==> src/rtl/dac_tm_mc.sv <==
// dac_tm_mc -- multi-channel, tape-scanning binary-to-level converter.
//
// A load request snapshots CHANNELS codes of WIDTH bits each. Each code is
// then scanned serially, MSB first, one bit per clock, into an accumulator.
// When a channel's scan finishes, its code and its scaled level (code * STEP,
// truncated to OUT_W bits) are registered. The channels are published one
// after another, and a one-cycle done pulse follows the last channel.
//
// Handshake: load is a start request. It is accepted only on an edge where the
// block is idle (busy=0). A load seen while busy=1 is dropped, not queued.
//
// Optional build macro DAC_TM_CONT_EN: when it is defined, an idle block also
// starts a conversion whenever `in` differs from the last accepted snapshot.
// With that macro undefined, only load starts a conversion.
//
// Ports:
//   clk        rising-edge clock
//   rst_n      asynchronous active-low reset (aborts any conversion)
//   in         CHANNELS*WIDTH input codes, channel c = in[c*WIDTH +: WIDTH]
//   load       start request, sampled only while idle
//   busy       high in every state except IDLE
//   done       one-cycle pulse while in DONE
//   code       last converted code per channel, same packing as in
//   out        last level per channel, out[c*OUT_W +: OUT_W]
//   ch_valid   bit c set once channel c holds a result of the current/last run
//   dbg_state  FSM state (0 IDLE, 1 SCAN, 2 STORE, 3 DONE) for checkers
module dac_tm_mc #(
  parameter int WIDTH    = 4,
  parameter int CHANNELS = 2,
  parameter int STEP     = 75,
  parameter int OUT_W    = 12
) (
  input  logic                        clk,
  input  logic                        rst_n,
  input  logic [CHANNELS*WIDTH-1:0]   in,
  input  logic                        load,
  output logic                        busy,
  output logic                        done,
  output logic [CHANNELS*WIDTH-1:0]   code,
  output logic [CHANNELS*OUT_W-1:0]   out,
  output logic [CHANNELS-1:0]         ch_valid,
  output logic [1:0]                  dbg_state
);

  localparam int BW = (WIDTH > 1) ? $clog2(WIDTH) : 1;
  localparam int CW = (CHANNELS > 1) ? $clog2(CHANNELS) : 1;

  typedef enum logic [1:0] {
    IDLE  = 2'd0,
    SCAN  = 2'd1,
    STORE = 2'd2,
    DONE  = 2'd3
  } state_t;

  state_t                      state;
  logic [CHANNELS*WIDTH-1:0]   snapshot;
  logic [WIDTH-1:0]            acc;
  logic [CW-1:0]               ch_idx;
  logic [BW-1:0]               bit_idx;

  logic                        snap_bit;
  logic [WIDTH-1:0]            acc_next;
  logic [OUT_W-1:0]            level;
  logic                        start;

  assign dbg_state = state;

  // Bit under the tape head: channel ch_idx, scanned from its MSB downwards.
  always_comb begin
    snap_bit = 1'b0;
    for (int c = 0; c < CHANNELS; c++) begin
      for (int b = 0; b < WIDTH; b++) begin
        if (CW'(c) == ch_idx && BW'(b) == bit_idx) begin
          snap_bit = snapshot[c*WIDTH + WIDTH-1-b];
        end
      end
    end
  end

  // Shift the new bit in at the LSB; a one-bit code is just the bit itself.
  generate
    if (WIDTH > 1) begin : g_shift
      assign acc_next = {acc[WIDTH-2:0], snap_bit};
    end else begin : g_single
      assign acc_next = snap_bit;
    end
  endgenerate

  // Both operands are cast to OUT_W bits, so the product keeps only the low
  // OUT_W bits of code * STEP.
  assign level = OUT_W'(acc) * OUT_W'(STEP);

`ifdef DAC_TM_CONT_EN
  // snapshot only changes on acceptance, so it is the copy of the last
  // accepted input. It resets to 0, so in=0 after reset does not start a run.
  assign start = load | (in != snapshot);
`else
  assign start = load;
`endif

  always_ff @(posedge clk or negedge rst_n) begin
    if (!rst_n) begin
      state    <= IDLE;
      snapshot <= '0;
      acc      <= '0;
      ch_idx   <= '0;
      bit_idx  <= '0;
      busy     <= 1'b0;
      done     <= 1'b0;
      code     <= '0;
      out      <= '0;
      ch_valid <= '0;
    end else begin
      case (state)
        IDLE: begin
          if (start) begin
            snapshot <= in;
            ch_idx   <= '0;
            bit_idx  <= '0;
            acc      <= '0;
            ch_valid <= '0;
            busy     <= 1'b1;
            state    <= SCAN;
          end
        end
        SCAN: begin
          acc <= acc_next;
          if (bit_idx == BW'(WIDTH-1)) begin
            state <= STORE;
          end else begin
            bit_idx <= bit_idx + BW'(1);
          end
        end
        STORE: begin
          for (int c = 0; c < CHANNELS; c++) begin
            if (CW'(c) == ch_idx) begin
              code[c*WIDTH +: WIDTH] <= acc;
              out[c*OUT_W +: OUT_W]  <= level;
              ch_valid[c]            <= 1'b1;
            end
          end
          if (ch_idx == CW'(CHANNELS-1)) begin
            done  <= 1'b1;
            state <= DONE;
          end else begin
            ch_idx  <= ch_idx + CW'(1);
            bit_idx <= '0;
            acc     <= '0;
            state   <= SCAN;
          end
        end
        DONE: begin
          done  <= 1'b0;
          busy  <= 1'b0;
          state <= IDLE;
        end
        default: begin
          done  <= 1'b0;
          busy  <= 1'b0;
          state <= IDLE;
        end
      endcase
    end
  end

endmodule
==> config.mk <==
export PLATFORM = sky130hd
export DESIGN_NAME = dac_tm_mc
export DESIGN_NICKNAME = d
export VERILOG_FILES = /design/src/rtl/dac_tm_mc.sv
export SDC_FILE = /design/constraint.sdc
export NUM_CORES = 1
export LEC_CHECK = 0
export ABC_AREA = 1
export CAP_MARGIN = 20
export CORE_MARGIN = 2
export CORE_UTILIZATION = 46
export DETAILED_ROUTE_END_ITERATION = 8
export GPL_ROUTABILITY_DRIVEN = 0
export GPL_TIMING_DRIVEN = 0
export PLACE_DENSITY_LB_ADDON = 0.25
export SLEW_MARGIN = 20
export SYNTH_ARGS = -nofsm -noshare
export SYNTH_HDL_FRONTEND = slang
export SYNTH_SLANG_ARGS = --single-unit
==> constraint.sdc <==
create_clock -name clk -period 1.9 [get_ports clk]
set_input_delay 0.285 -clock clk [delete_from_list [all_inputs] [get_ports clk]]
set_output_delay 0.285 -clock clk [all_outputs]
set_load 0.005 [all_outputs]
* After elaboration in Yosys (flattened, before gate mapping) *
Cells that the tools add are included.

word-level totals
  flip-flop bits (word level) = 51
  input bits = 11
  output and inout bits = 38
  logic and storage cells = 82

cells by class
  $add $sub $neg = 2
  multipliers = 1
  eq/ne operators = 12
  muxes and demuxes = 28
  bitwise operators = 1
  reductions and logical operators = 25

operators with widths
  cell                                                                 count
  2-bit AND reduction                                                  7
  1-bit 2-to-1 mux                                                     13
  2-bit 2-to-1 mux                                                     6
  4-bit case mux with 3 select lines                                   1
  4-bit by 7-bit multiplier with 11-bit output, second input constant  1
  2-bit != test, second input constant                                 5
  3-bit AND reduction                                                  3
  1-bit logical AND                                                    8
  4-bit 2-to-1 mux                                                     2
  2-bit case mux with 4 select lines                                   1
  2-bit == test, second input constant                                 3
  1-bit case mux with 2 select lines                                   3
  2-bit case mux with 3 select lines                                   1
  2-bit nonzero test                                                   3
  2-bit == test, first input constant                                  2
  2-bit logical NOT                                                    2
  2-bit case mux with 2 select lines                                   1
  4-bit AND reduction                                                  1
  3-bit nonzero test                                                   1
  2-bit by 1-bit adder with 2-bit output, second input constant        1
  1-bit by 2-bit == test with 1-bit output, first input constant       1
  2-bit by 1-bit == test with 1-bit output, second input constant      1
  1-bit adder, second input constant                                   1
  1-bit inverter                                                       1

* Depth between registers and ports, before layout *
  word-level depth = 11
  gate-level depth with buffers = 12

* Least setup slack after synthesis *
OpenSTA, ideal clock, no wires.

  path kind = register to register
  start = register acc[2]
  end = register out[18]
  arrival = 1.931 ns
  data required time = 1.783 ns
  slack = -0.148 ns
  stages on the path, launching flop included = 10
  cell sequence = dfrtp_1 > ha_1 > inv_1 > fa_1 > inv_1 > ha_1 > a21oi_1 > or2_2 > nand3_1 > nand2_1

on the way
  cells in the longest elaborated chain, start to end = 1

ends and longest elaborated chain
  item                                          RTL line  RTL
  start: declaration                            57        logic [WIDTH-1:0] acc;
  start signal: assignment                      127       acc <= acc_next;
  4-bit by 7-bit multiplier with 11-bit output  91        assign level = OUT_W'(acc) * OUT_W'(STEP);
  end signal: indexed assignment                138       out[c*OUT_W +: OUT_W] <= level;
  end: declaration                              40        output logic [CHANNELS*OUT_W-1:0] out,

Every way passes these cells.
A chain may end at the register's enable or synchronous reset.

* Worst setup path after layout *
  start = register acc[3]
  end = register out[6]

The elaborated chain is that of the path after synthesis.

==> out/metrics.cfg <==
[setup_path]
crit_required_ps=2100
worst_r2r_endpoint=out[6]
end_kind=flop
crit_chain=ha_4 > inv_2 > fa_2 > inv_4 > ha_4 > a21oi_2 > nand2_1 > nand3_1 > nand2_1
worst-r2r-setup-slack_ps=-100
path_max_fanout=3
critical_path_class=flop to flop
reg2reg_depth=9
max_stage_delay_ps=540
worstSetupStartpointType=flop
critical-path-slowest-cell=fa_2
timing.rr.start=acc[3]
worst_ep_arrival_time_ps=2200

[cells_and_area]
fin_util_pct=66.0
fillCellCount=407
nNetsFinal=377
diodes=0
area_delta_synth_final_pct=37.4
layout-drive-gt1-share_pct=23.5
design_area_mm2=0.00341

[synth]
netlist.top_cell.by_area=dfrtp_1
synthesis.area_mm2=0.00248
post-synth-top-count-cell=nand2_1
synth_top_area_share_pct=49.4
ys_ff_latch=49
yosys-top-cells-count=nand2_1 (107), dfrtp_1 (49), inv_1 (30), ha_1 (17), nand3_1 (14)
ys.flop_type=dfrtp_1
synth_edf_count=0
synth_cell_types=28
ys_async_sr_fraction_pct=100
ys_warn_count=0
syn-instance-count=285
yosys-top-cells-area=dfrtp_1 (49%), nand2_1 (16%), ha_1 (8.6%)
ys_seq_area_share_pct=49.4
syn-mean-instance-area_um2=8.71

[floorplanning]
initial_core_util_pct=48.0
die_area_mm2=0.00600
fp.dieH_um=77.5
rows=26
die_x_um=77.5
coreArea_mm2=0.00517
boundaryPins=49

[global_routing]
antenna_found_initial=0
met2_usage_pct=32.7
first_global_vias=1977
grt_pass1_wl_um=9030
grt_use_met3_pct=4.07
grt_util_all_layers_pct=18.7
grt_max_degree=33
top_usage_layer=met2
grt.met1_usage_pct=23.2
grt-ovfl-total=0

[pwr]
p_comb_share_pct=51.4
ir_worst_vdd_v=0.000663
internal-power_uw=2990
pwr-share-clk_pct=13.6
leakagePower_uw=0.00172
p_per_area_mw_per_mm2=1420
totalPowerFinal_uw=4860
p_switching_uw=1860
seqPwrFrac_pct=35.0
switching_share_pct=38.4

[clocking]
cts.sinks=49
cts-root-buf=clkbuf_8
clockBufferDepth=2
clock_latency_ps=310
h-tree-depth=2
numCtsBuffers=5
cts_tree=done
clk_pin_slew_worst_paths_ps=90

[drt]
drt-pass1-iter-count=4
routedWlPerCell_um=12.9
drc=0
drt_wl_total_um=5390
via_per_inst=4.81
drtIter0Drc=101
num_vias=2015
ant_nets=0

[timing]
drv_slew=0
rsz0062_at_grt=yes
layout_setup_ws_ps=-95.9
fmax_mhz=501
timing.final.crit_share_pct=105
period_needed_ps=2000
skew_ps=5.17
setup-violations-final=12
final_hold_viol_count=0

[status]
violations=negative setup slack
outcome=complete, but fails checks

[run]
cap_violations=0

[place]
dpl.hpwl_um=3650
placed_cell_area_mm2=0.00310
io_buffers=46

[hold_path]
worstHoldPathType=input pin to asynchronous set/reset pin

[flip-flops by register name, summed over array words and instances (netlist names)]
signal     flops
busy           1
ch_idx         1
dbg_state      2
out           20
acc            4
ch_valid       2
bit_idx        2
code           8
snapshot       8
done           1
[metrics by stage]
step                TNS [ps]  setup WS, ps  hold WS (ps)  instances
floorplan                  0          3.68         -10.6        286
global placement      -39700          -790           461        402
detailed placement     -1630          -176           238        403
CTS                     -456         -65.1           447        418
global route           -1530          -157           472        419
finish                  -698         -95.9           432        419
[logic make-up after synthesis]
kind of cell,count (synthesis),synth area share [%]
other cells,1,0.151
xor+xnor,2,0.706
compound gates,35,8.72
flops,49,49.4
simple gates,137,23.0
buf+inv,43,8.62
fa+ha+maj,18,9.37
[power by group through the flow]
stage          Combinational, µW  Sequential [µW]  Clock, µW
2_1_floorplan               1270             1680          0
5_1_grt                     2800             1760        710
4_1_cts                     2370             1700        662
6_report                    2500             1700        659
3_5_place_dp                2090             1710          0
3_3_place_gp                2040             1700          0
[worst max path at each step]
| stage | end | from |
|---|---|---|
| final | out[6] | acc[3] |
| after global routing | out[6] | acc[3] |
| after CTS | out[6] | acc[3] |
| after detailed placement | out[22] | acc[2] |
| after global placement | ch_valid[0] | rst_n |
| after floorplan | out[20] | acc[2] |
[worst max-delay path, delay by kind of cell, from the launching register on]
| family | cells | cell delay, ps |
|---|---|---|
| AO/OA/AOI/OAI | 1 | 130 |
| adder cells (fa/ha/maj) | 3 | 990 |
| flip-flops | 1 | 450 |
| buffers and inverters | 2 | 90 |
| AND/OR/NAND/NOR | 3 | 230 |
[what timing repair did]
action | 4_1_cts | 5_1_grt
pin swaps | 15 | 11
gates resized for setup | 18 | 18
hold buffers | 1 | 0
setup endpoints to repair | 15 | 16
hold endpoints to repair | 17 | 0
setup buffers | 6 | 1
gates cloned | 0 | 0
[cell type report]
cell class,count,area [µm²],share of cell area (%)
buffer,10,85.1,2.49
timing repair buffer,55,538,15.8
multi-input combinational,194,1240,36.4
clock inverter,2,13.8,0.403
sequential,49,1230,36.1
inverter,33,131,3.85
clock buffer,6,82.6,2.42
tap,70,87.6,2.57
[layer usage]
layer / wire length (µm) / part of all wire [%] / up-vias
met5: 0 / 0 / -
met4: 93 / 1.7 / 0
met3: 194 / 3.6 / 10
met2: 2770 / 51 / 48
met1: 2340 / 43 / 944
li1: - / - / 1013
[placed cells by master, fill, tap and decap left out, types with 4 or more instances in the layout]
master,count
buf_6,4
nor2_1,7
o21ai_2,11
nand3_1,10
clkbuf_8,6
dfrtp_1,45
inv_1,25
ha_4,9
nand3_2,4
o21ai_1,7
o21ai_0,7
inv_2,5
clkdlybuf4s50_1,45
nand2_1,99
nand2_2,8
dfrtp_2,4
ha_1,8
buf_4,11
No activity file was read; power rests on OpenSTA's default activity.
